$ cat src/rtl/serial_subtractor_pkg.sv
//==============================================================================
// Module      : serial_sub_pkg
// Description : Shared types and constants for the digit-serial subtractor:
//               FSM state encoding, default operand/digit widths and the
//               digit-counter width helper.
// Revision    : 1.0 - initial release
//==============================================================================
`timescale 1ns/1ps
`default_nettype none

package serial_sub_pkg;

    localparam int c_default_width = 32;
    localparam int c_default_digit = 4;

    typedef enum logic [1:0] {
        IDLE = 2'd0,
        RUN  = 2'd1,
        DONE = 2'd2
    } state_t;

    // ceil(log2(width/digit)), never narrower than one bit so that the
    // single-step case (digit == width) still has a legal counter.
    function automatic int cnt_width(input int width, input int digit);
        int steps;
        int w;
        steps = width / digit;
        w     = $clog2(steps);
        return (w < 1) ? 1 : w;
    endfunction

endpackage

`default_nettype wire

$ cat src/rtl/serial_subtractor_if.sv
//==============================================================================
// Module      : serial_subtractor_if
// Description : Operand/result handshake bundle for serial_subtractor.
//               slave  : subtractor side (accepts operands, offers results)
//               master : producer/consumer side
//               Signals: in_valid/in_ready/minuend/subtrahend (operand
//               channel), out_valid/out_ready/difference/borrow_out (result
//               channel), busy (status). When SERIAL_SUB_OVERFLOW_EN is
//               defined an extra result bit 'overflow' is carried.
// Revision    : 1.0 - initial release
//==============================================================================
`timescale 1ns/1ps
`default_nettype none

interface serial_subtractor_if #(
    parameter int WIDTH = serial_sub_pkg::c_default_width
);
    logic             in_valid;
    logic             in_ready;
    logic [WIDTH-1:0] minuend;
    logic [WIDTH-1:0] subtrahend;
    logic             out_valid;
    logic             out_ready;
    logic [WIDTH-1:0] difference;
    logic             borrow_out;
    logic             busy;
`ifdef SERIAL_SUB_OVERFLOW_EN
    logic             overflow;
`endif

    modport slave (
        input  in_valid,
        input  minuend,
        input  subtrahend,
        input  out_ready,
        output in_ready,
        output out_valid,
        output difference,
        output borrow_out,
`ifdef SERIAL_SUB_OVERFLOW_EN
        output overflow,
`endif
        output busy
    );

    modport master (
        output in_valid,
        output minuend,
        output subtrahend,
        output out_ready,
        input  in_ready,
        input  out_valid,
        input  difference,
        input  borrow_out,
`ifdef SERIAL_SUB_OVERFLOW_EN
        input  overflow,
`endif
        input  busy
    );

endinterface

`default_nettype wire

$ cat src/rtl/serial_subtractor_full_subtractor.sv
//==============================================================================
// Module      : full_subtractor
// Description : One-bit full subtractor cell, d = a - b - bin.
//               a, b, bin : minuend bit, subtrahend bit, borrow in
//               d, bout   : difference bit, borrow out
// Revision    : 1.0 - initial release
//==============================================================================
`timescale 1ns/1ps
`default_nettype none

module full_subtractor (
    input  logic a,
    input  logic b,
    input  logic bin,
    output logic d,
    output logic bout
);

    assign d    = a ^ b ^ bin;
    // Borrow when b exceeds a outright, or when a == b and a borrow arrives.
    assign bout = (~a & b) | (~(a ^ b) & bin);

endmodule

`default_nettype wire

$ cat src/rtl/serial_subtractor.sv
//==============================================================================
// Module      : serial_subtractor
// Description : Digit-serial WIDTH-bit subtractor, difference = A - B
//               (mod 2^WIDTH), borrow_out = (A < B) unsigned. DIGIT bits are
//               processed per clock through a registered borrow; a result is
//               offered WIDTH/DIGIT edges after the operands are accepted.
//               clk    : rising-edge clock
//               rst_n  : asynchronous active-low reset
//               sub_if : serial_subtractor_if.slave (operand and result
//                        valid/ready channels, busy status)
//               Optional: define SERIAL_SUB_OVERFLOW_EN to add the registered
//               signed-overflow result bit sub_if.overflow.
// Revision    : 1.0 - initial release
//==============================================================================
`timescale 1ns/1ps
`default_nettype none

module serial_subtractor
    import serial_sub_pkg::*;
#(
    parameter int WIDTH = c_default_width,
    parameter int DIGIT = c_default_digit
) (
    input  logic              clk,
    input  logic              rst_n,
    serial_subtractor_if.slave sub_if
);

    localparam int                c_steps    = WIDTH / DIGIT;
    localparam int                CNT_W      = cnt_width(WIDTH, DIGIT);
    localparam logic [CNT_W-1:0]  c_last_cnt = CNT_W'(c_steps - 1);
    localparam logic [CNT_W-1:0]  c_cnt_one  = CNT_W'(1);

    generate
        if ((DIGIT < 1) || (DIGIT > WIDTH) || ((WIDTH % DIGIT) != 0)) begin : g_bad_digit
            $error("serial_subtractor: DIGIT (%0d) must divide WIDTH (%0d)", DIGIT, WIDTH);
        end
    endgenerate

    //--------------------------------------------------------------------------
    // State
    //--------------------------------------------------------------------------
    state_t           r_state;
    state_t           w_state_next;

    // r_a doubles as the result register: as A drains out of the low end,
    // each finished difference digit is shifted in at the top, so after the
    // last step r_a holds the complete difference.
    logic [WIDTH-1:0] r_a;
    logic [WIDTH-1:0] r_b;
    logic             r_borrow;
    logic [CNT_W-1:0] r_cnt;
    logic [WIDTH-1:0] r_difference;
    logic             r_borrow_out;
`ifdef SERIAL_SUB_OVERFLOW_EN
    logic             r_overflow;
    logic             w_overflow;
`endif

    logic [DIGIT-1:0] w_digit;
    logic             w_chain [DIGIT+1];
    logic [WIDTH-1:0] w_a_next;
    logic [WIDTH-1:0] w_b_next;
    logic             w_last;
    logic             w_in_ready;
    logic             w_out_valid;
    logic             w_busy;

    //--------------------------------------------------------------------------
    // Digit subtract: DIGIT chained one-bit cells on the low digit
    //--------------------------------------------------------------------------
    assign w_chain[0] = r_borrow;

    generate
        for (genvar i = 0; i < DIGIT; i++) begin : g_fs
            full_subtractor u_fs (
                .a    (r_a[i]),
                .b    (r_b[i]),
                .bin  (w_chain[i]),
                .d    (w_digit[i]),
                .bout (w_chain[i+1])
            );
        end
    endgenerate

    generate
        if (DIGIT == WIDTH) begin : g_single_step
            assign w_a_next = w_digit;
            assign w_b_next = '0;
        end else begin : g_multi_step
            assign w_a_next = {w_digit, r_a[WIDTH-1:DIGIT]};
            assign w_b_next = {{DIGIT{1'b0}}, r_b[WIDTH-1:DIGIT]};
        end
    endgenerate

    assign w_last = (r_cnt == c_last_cnt);

`ifdef SERIAL_SUB_OVERFLOW_EN
    // On the final step the low digit of r_a/r_b is the top digit of the
    // original operands, so their MSBs are still available here.
    assign w_overflow = (r_a[DIGIT-1] ^ r_b[DIGIT-1]) &
                        (w_digit[DIGIT-1] ^ r_a[DIGIT-1]);
`endif

    //--------------------------------------------------------------------------
    // FSM
    //--------------------------------------------------------------------------
    always_ff @(posedge clk or negedge rst_n) begin
        if (!rst_n) begin
            r_state <= IDLE;
        end else begin
            r_state <= w_state_next;
        end
    end

    always_comb begin
        w_state_next = r_state;
        w_in_ready   = 1'b0;
        w_out_valid  = 1'b0;
        w_busy       = 1'b1;
        case (r_state)
            IDLE: begin
                w_in_ready = 1'b1;
                w_busy     = 1'b0;
                if (sub_if.in_valid) begin
                    w_state_next = RUN;
                end
            end
            RUN: begin
                if (w_last) begin
                    w_state_next = DONE;
                end
            end
            DONE: begin
                w_out_valid = 1'b1;
                if (sub_if.out_ready) begin
                    w_state_next = IDLE;
                end
            end
            default: begin
                w_state_next = IDLE;
            end
        endcase
    end

    //--------------------------------------------------------------------------
    // Datapath
    //--------------------------------------------------------------------------
    always_ff @(posedge clk or negedge rst_n) begin
        if (!rst_n) begin
            r_a          <= '0;
            r_b          <= '0;
            r_borrow     <= 1'b0;
            r_cnt        <= '0;
            r_difference <= '0;
            r_borrow_out <= 1'b0;
`ifdef SERIAL_SUB_OVERFLOW_EN
            r_overflow   <= 1'b0;
`endif
        end else begin
            case (r_state)
                IDLE: begin
                    if (sub_if.in_valid) begin
                        r_a      <= sub_if.minuend;
                        r_b      <= sub_if.subtrahend;
                        r_borrow <= 1'b0;
                        r_cnt    <= '0;
                    end
                end
                RUN: begin
                    r_a      <= w_a_next;
                    r_b      <= w_b_next;
                    r_borrow <= w_chain[DIGIT];
                    r_cnt    <= r_cnt + c_cnt_one;
                    if (w_last) begin
                        r_difference <= w_a_next;
                        r_borrow_out <= w_chain[DIGIT];
`ifdef SERIAL_SUB_OVERFLOW_EN
                        r_overflow   <= w_overflow;
`endif
                    end
                end
                default: begin
                end
            endcase
        end
    end

    //--------------------------------------------------------------------------
    // Outputs
    //--------------------------------------------------------------------------
    assign sub_if.in_ready   = w_in_ready;
    assign sub_if.out_valid  = w_out_valid;
    assign sub_if.busy       = w_busy;
    assign sub_if.difference = r_difference;
    assign sub_if.borrow_out = r_borrow_out;
`ifdef SERIAL_SUB_OVERFLOW_EN
    assign sub_if.overflow   = r_overflow;
`endif

endmodule

`default_nettype wire

$ cat src/flat_wrapper.sv
// flat-port wrapper written by rule: the top's interface ports become plain ports
module serial_subtractor_flat import serial_sub_pkg::*;
#(
    parameter int WIDTH = c_default_width,
    parameter int DIGIT = c_default_digit
)
  (clk, rst_n, sub_if_in_valid, sub_if_minuend, sub_if_subtrahend, sub_if_out_ready, sub_if_in_ready, sub_if_out_valid, sub_if_difference, sub_if_borrow_out, sub_if_busy);
  serial_subtractor_if #(.WIDTH(WIDTH)) sub_if_i ();
  input  logic clk;
  input  logic rst_n;
  input wire logic [$bits(sub_if_i.in_valid)-1:0] sub_if_in_valid;
  input wire logic [$bits(sub_if_i.minuend)-1:0] sub_if_minuend;
  input wire logic [$bits(sub_if_i.subtrahend)-1:0] sub_if_subtrahend;
  input wire logic [$bits(sub_if_i.out_ready)-1:0] sub_if_out_ready;
  output wire logic [$bits(sub_if_i.in_ready)-1:0] sub_if_in_ready;
  output wire logic [$bits(sub_if_i.out_valid)-1:0] sub_if_out_valid;
  output wire logic [$bits(sub_if_i.difference)-1:0] sub_if_difference;
  output wire logic [$bits(sub_if_i.borrow_out)-1:0] sub_if_borrow_out;
  output wire logic [$bits(sub_if_i.busy)-1:0] sub_if_busy;
  assign sub_if_i.in_valid = sub_if_in_valid;
  assign sub_if_i.minuend = sub_if_minuend;
  assign sub_if_i.subtrahend = sub_if_subtrahend;
  assign sub_if_i.out_ready = sub_if_out_ready;
  assign sub_if_in_ready = sub_if_i.in_ready;
  assign sub_if_out_valid = sub_if_i.out_valid;
  assign sub_if_difference = sub_if_i.difference;
  assign sub_if_borrow_out = sub_if_i.borrow_out;
  assign sub_if_busy = sub_if_i.busy;
  serial_subtractor #(.WIDTH(WIDTH), .DIGIT(DIGIT)) u_core (.clk(clk), .rst_n(rst_n), .sub_if(sub_if_i));
endmodule
$ cat config.mk
export PLATFORM = sky130hd
export DESIGN_NAME = serial_subtractor_flat
export DESIGN_NICKNAME = d
export VERILOG_FILES = /design/src/rtl/serial_subtractor_pkg.sv /design/src/rtl/serial_subtractor_if.sv /design/src/rtl/serial_subtractor_full_subtractor.sv /design/src/rtl/serial_subtractor.sv /design/src/flat_wrapper.sv
export SDC_FILE = /design/constraint.sdc
export NUM_CORES = 1
export LEC_CHECK = 0
export BUFFER_PORTS_ARGS = -buffer_cell sky130_fd_sc_hd__buf_2
export CAP_MARGIN = 20
export CORE_UTILIZATION = 58
export CTS_CLUSTER_DIAMETER = 60
export DETAILED_ROUTE_END_ITERATION = 10
export MAX_ROUTING_LAYER = met4
export PLACE_DENSITY = 0.82
export SYNTH_ARGS = -nofsm -noshare
export SYNTH_HDL_FRONTEND = slang
export SYNTH_SLANG_ARGS = --single-unit
export TNS_END_PERCENT = 100
$ cat constraint.sdc
create_clock -name clk -period 7.17 [get_ports clk]
set_clock_uncertainty 0.05 [all_clocks]
set_input_delay 0.3585 -clock clk [delete_from_list [all_inputs] [get_ports clk]]
set_output_delay 0.3585 -clock clk [all_outputs]
set_load 0.1 [all_outputs]
# Word-level counts from Yosys, hierarchy flattened
# Index checks and enable logic that the tools add are counted.
[totals] reg_bits=103 inputBits=68 out_inout_bits=36 elab_cells=62
[classes] n_addsub=1 n_eq_ne=6 muxes=15 bitwise_logic=28 n_reduce_logical=5
[op_table] op="$pmux W32 S2" n=2
[op_table] op="$mux W32" n=2
[op_table] op="$and A1 B1 Y1" n=8
[op_table] op="$not A1 Y1" n=8
[op_table] op="$xor A1 B1 Y1" n=8
[op_table] op="$mux W2" n=3
[op_table] op="$pmux W2 S3" n=1
[op_table] op="$pmux W3 S2" n=1
[op_table] op="$mux W1" n=4
[op_table] op="$ne A2 B2 Y1 const B" n=2
[op_table] op="$or A1 B1 Y1" n=4
[op_table] op="$reduce_and A2 Y1" n=2
[op_table] op="$add A3 B1 Y3 const B" n=1
[op_table] op="$eq A3 B3 Y1 const B" n=1
[op_table] op="$mux W3" n=1
[op_table] op="$reduce_and A3 Y1" n=1
[op_table] op="$eq A2 B1 Y1 const B" n=1
[op_table] op="$eq A2 B2 Y1 const B" n=1
[op_table] op="$logic_not A2 Y1" n=1
[op_table] op="$ne A2 B1 Y1 const B" n=1
[op_table] op="$pmux W1 S2" n=1
[op_table] op="$reduce_bool A2 Y1" n=1

# Logic depth before layout (Yosys ltp)
[depth] word_depth=11 ltp_mapped=9 ltp_nobuf=9

# Modules after synthesis
# Synthesis repeated with hierarchy kept, for this count alone.
[unflattened] hier_cells=390 area_unflattened_um2=4618.2
[modules_own_cells] mod="serial_subtractor" instances=1 cells_per_inst=375 area_per_inst_um2=4496.8
[modules_own_cells] mod="full_subtractor (u_core.g_fs[0].u_fs ...)" instances=3 cells_per_inst=4 area_per_inst_um2=31.3
[modules_own_cells] mod="full_subtractor (u_core.g_fs[3].u_fs)" instances=1 cells_per_inst=3 area_per_inst_um2=27.5

# Worst setup path after synthesis
# OpenSTA, ideal clock, no wires.
[synth_timing] kind="reg-to-output" from="reg u_core.r_state[0]" to="out sub_if_busy" arrival_time_ps=2992 required_time_ps=6761 path_slack_ps=3769 path_stages_with_launch=4 cell_sequence="dfrtp_1 buf_2 nor2_1 inv_1"
[synth_between] elab_chain_cells=2
[synth_rtl] item="from (decl)" line_no="serial_subtractor.sv:43" text="state_t r_state;"
[synth_rtl] item="from (signal assigned)" line_no="serial_subtractor.sv:112" text="r_state <= w_state_next;"
[synth_rtl] item="$logic_not A2 Y1" line_no="serial_subtractor.sv:121" text="case (r_state)"
[synth_rtl] item="$mux W1" line_no="serial_subtractor.sv:121"
[synth_rtl] item="to (decl)" line_no="flat_wrapper.sv:19" text="output wire logic [$bits(sub_if_i.busy)-1:0] sub_if_busy;"
# No other way between the ends.

# Final worst setup path
[layout_timing] from="reg u_core.r_b[0]" to="reg u_core.r_difference[31] (netlist: u_core.sub_if.difference[31])"
[layout_between] elab_chain_cells=9
[layout_rtl] item="from (decl)" line_no="serial_subtractor.sv:50" text="logic [WIDTH-1:0] r_b;"
[layout_rtl] item="from (signal assigned)" line_no="serial_subtractor.sv:165" text="r_b <= sub_if.subtrahend;"
[layout_rtl] item="from (signal assigned)" line_no="serial_subtractor.sv:172" text="r_b <= w_b_next;"
[layout_rtl] item="$xor A1 B1 Y1" line_no="serial_subtractor_full_subtractor.sv:21" text="assign bout = (~a & b) | (~(a ^ b) & bin);"
[layout_rtl] item="$not A1 Y1" line_no="serial_subtractor_full_subtractor.sv:21"
[layout_rtl] item="$and A1 B1 Y1" line_no="serial_subtractor_full_subtractor.sv:21"
[layout_rtl] item="$or A1 B1 Y1 (*)" line_no="serial_subtractor_full_subtractor.sv:21"
[layout_rtl] item="$and A1 B1 Y1 (*)" line_no="serial_subtractor_full_subtractor.sv:21"
[layout_rtl] item="$or A1 B1 Y1 (*)" line_no="serial_subtractor_full_subtractor.sv:21"
[layout_rtl] item="$and A1 B1 Y1 (*)" line_no="serial_subtractor_full_subtractor.sv:21"
[layout_rtl] item="$or A1 B1 Y1 (*)" line_no="serial_subtractor_full_subtractor.sv:21"
[layout_rtl] item="$xor A1 B1 Y1 (*)" line_no="serial_subtractor_full_subtractor.sv:19" text="assign d = a ^ b ^ bin;"
[layout_rtl] item="named net u_core.g_fs[3].u_fs.d" line_no="serial_subtractor_full_subtractor.sv:15" text="output logic d,"
[layout_rtl] item="to (signal assigned)" line_no="serial_subtractor.sv:176" text="r_difference <= w_a_next;"
[layout_rtl] item="to (decl)" line_no="serial_subtractor.sv:53" text="logic [WIDTH-1:0] r_difference;"
# Mark *: on every way through the listed nets, which the timed path passes. The rest lies on a longest branch.
# A chain may end at the register's enable or synchronous reset.

==> results by group <==
Status
  • Status: finished clean

Placement
  • DPL Wire Length: 6900 um
  • I/O Buffers: 103
  • DP Cell Count: 568
  • Gpl congestion: 0.794

Clock tree
  • Root buffer cell: clkbuf_8
  • H-tree depth: 3
  • Clock sinks: 103
  • Clock buffer count from CTS: 9
  • Max Buffers Root-to-Sink: 2
  • CTS clk-pin slew, worst paths: 100 ps
  • TritonCTS clock tree: yes
  • Worst skew pair latency: 370 ps

Critical path
  • Worst-path fanout max: 3
  • Reg2reg end: u_core.sub_if.difference[31]
  • Reg-to-Reg Start: u_core.r_b[0]
  • Crit-path slowest cell: fa_1
  • FF-to-FF setup slack: 4570 ps
  • CP endpoint kind: register
  • Worst Path Arrival: 2800 ps
  • Req. time, crit path: 7380 ps
  • Setup crit start kind: register
  • Register-to-Register Path Depth: 8
  • Crit path top cell by count: fa_1
  • Crit path kind: register to register
  • Max incr delay on CP: 450 ps
  • Cells along the critical path: inv_1, fa_1, inv_1, fa_1, fa_1, inv_1, fa_1, mux2_4

Logic synthesis
  • Post-Synthesis Cells: 395
  • Mapped Nets: 469
  • Yosys warnings: 0
  • Synthesized area per cell: 11.8 um^2
  • Yosys cell types: 29
  • Seq/Total Area, Yosys: 0.555
  • Seq cells post-synth: 103
  • Synthesized cell area: 4640 um^2

Global route
  • Initial antenna violation count: 0
  • Vias in the first global route: 3648
  • Overall Global Routing Usage: 0.285
  • First-pass GRT wire length: 18100 um
  • Total gr overflow: 0
  • Largest net degree at the start of global routing: 82

Timing
  • RSZ-0062 raised after global routing: false
  • Relative slew slack: 0.249
  • Endpoints failing setup: 0
  • Final hold vios: 0
  • Final Cycle Share: 0.362
  • Worst-Margin Slew: 1130 ps
  • Fmax: 385 MHz
  • Post-route minimum period: 2600 ps
  • Hold Slack: 119 ps
  • Setup TNS: 0 ps
  • Final slew viol count: 0

Final layout
  • Ratio of cells with drive above 1 in the final layout: 0.335
  • Layout area overhead: 16.0%
  • Nets: 553
  • Finished Layout Cells: 586
  • ANT cells: 0
  • Layout Utilization: 0.697

Route
  • Routed wire length: 11100 um
  • Antenna Nets Post-Route: 0
  • Post-route DRC: 0
  • DR vias/cell: 6.38
  • Routed wire per std cell: 19.0 um
  • DR vias: 3740
  • Pre-antenna DRT Iters: 5
  • Initial detailed-routing violation count: 287

Hold path
  • Hold endpoint: u_core.r_state[1]
  • Hold Path Stages: 2
  • Worst hold path startpoint: sub_if_out_ready
  • Hold WC Path Type: input pin to register

Floorplan
  • Die area: 8360 um^2
  • Initial core utilization: 0.601
  • Chip height: 91.5 um
  • Site Rows: 32
  • IO Pins: 104
  • Die W: 91.5 um
  • Total core area: 7730 um^2

Flow run
  • Max Cap Viol: 0
-- what timing repair did --
item                       CTS  global route
setup endpoints to repair    0             0
hold endpoints to repair    22             0
hold buffers                 1             0
buffers inserted             0             0
resized for setup            0             0
-- per-layer routing --
layer	share of wire	global-route usage	wire, um	up-vias
met2	0.49	0.440	5430	179
met1	0.43	0.387	4820	1864
met3	0.059	0.0352	653	22
li1	-	-	-	1675
met4	0.022	0.108	243	0
met5	0	-	0	-
-- metrics by stage --
| step | cell area [um^2] | setup slack, ps |
|---|---|---|
| global route | 5390 | 4490 |
| CTS | 5360 | 4560 |
| global placement | 5090 | 4430 |
| detailed placement | 5090 | 4400 |
| floorplan | 4640 | 3770 |
| finish | 5390 | 4570 |
-- state kept, by name, summed over array words and instances, names as in the netlist --
register,flops
u_core.r_state,2
u_core.sub_if.borrow_out,1
u_core.r_cnt,3
u_core.sub_if.difference,32
u_core.r_b,32
u_core.r_borrow,1
u_core.r_a,32
-- synthesized netlist by cell type, drive strengths merged --
master / count / area share
nand2b: 4 / 0.0054
dfrtp: 103 / 0.56
nand2: 10 / 0.0081
mux2: 28 / 0.091
nor2: 5 / 0.0057
inv: 12 / 0.0097
buf: 26 / 0.040
o22ai: 104 / 0.14
o21ai: 15 / 0.016
or2: 1 / 0.0013
fa: 4 / 0.017
nand3b: 5 / 0.0089
a21oi: 50 / 0.054
o32ai: 2 / 0.0038
a22o: 2 / 0.0038
o221a: 4 / 0.0097
a2bb2oi: 5 / 0.0094
nor2b: 1 / 0.0013
clkbuf: 9 / 0.0073
ha: 2 / 0.0054
a221oi: 2 / 0.0051
o31ai: 1 / 0.0016
-- critical path, delay by kind of cell, from the launching register on --
kind	cells	cell delay, ps
adders and majority gates	4	1500
DFF	1	410
muxes	1	290
buffers and inverters	3	220
-- cell families after synthesis --
| kind of cell | share of synthesized area |
|---|---|
| AOI/OAI and AO/OA | 0.244 |
| DFF | 0.555 |
| buffers and inverters | 0.0571 |
| muxes | 0.0906 |
| and+or+nand+nor | 0.0307 |
| adders and majority gates | 0.0226 |
-- worst max-delay path by stage --
| stage | startpoint | endpoint | slack, ps | cells past startpoint |
|---|---|---|---|---|
| finish | u_core.r_b[0] | u_core.sub_if.difference[31] | 4570 | 8 |
| global route | u_core.r_b[0] | u_core.sub_if.difference[31] | 4490 | 8 |
| detailed placement | sub_if_in_valid | u_core.r_a[29] | 4400 | 4 |
| global placement | sub_if_in_valid | u_core.r_a[30] | 4430 | 4 |
| CTS | u_core.r_b[0] | u_core.sub_if.difference[31] | 4560 | 8 |
| floorplan | u_core.r_state[0] | sub_if_busy | 3770 | 3 |
-- cell usage in the layout, fill, tap and decap left out, types with 5 or more instances in the layout --
cell       synthesis  routed
nand2_1           10      10
buf_2             11     102
clkbuf_8           0      10
o21ai_1            6       6
a2bb2oi_1          5       5
inv_1             11      11
dfrtp_1          103     103
mux2_4            28      28
o22ai_1          104     104
o21ai_0            9       9
a21oi_1           50      50
-- final cells by class --
type                            count  area, um^2
Clock buffer                       10         138
Clock inverter                      6         115
Fill cell                         567        2340
Inverter                           12        45.0
Multi-Input combinational cell    245        1800
Sequential cell                   103        2580
Tap cell                          102         128
Timing Repair Buffer              108         578
Power is not shown: default switching activity piles up to over one toggle a cycle in this logic, so the estimate is an artifact.
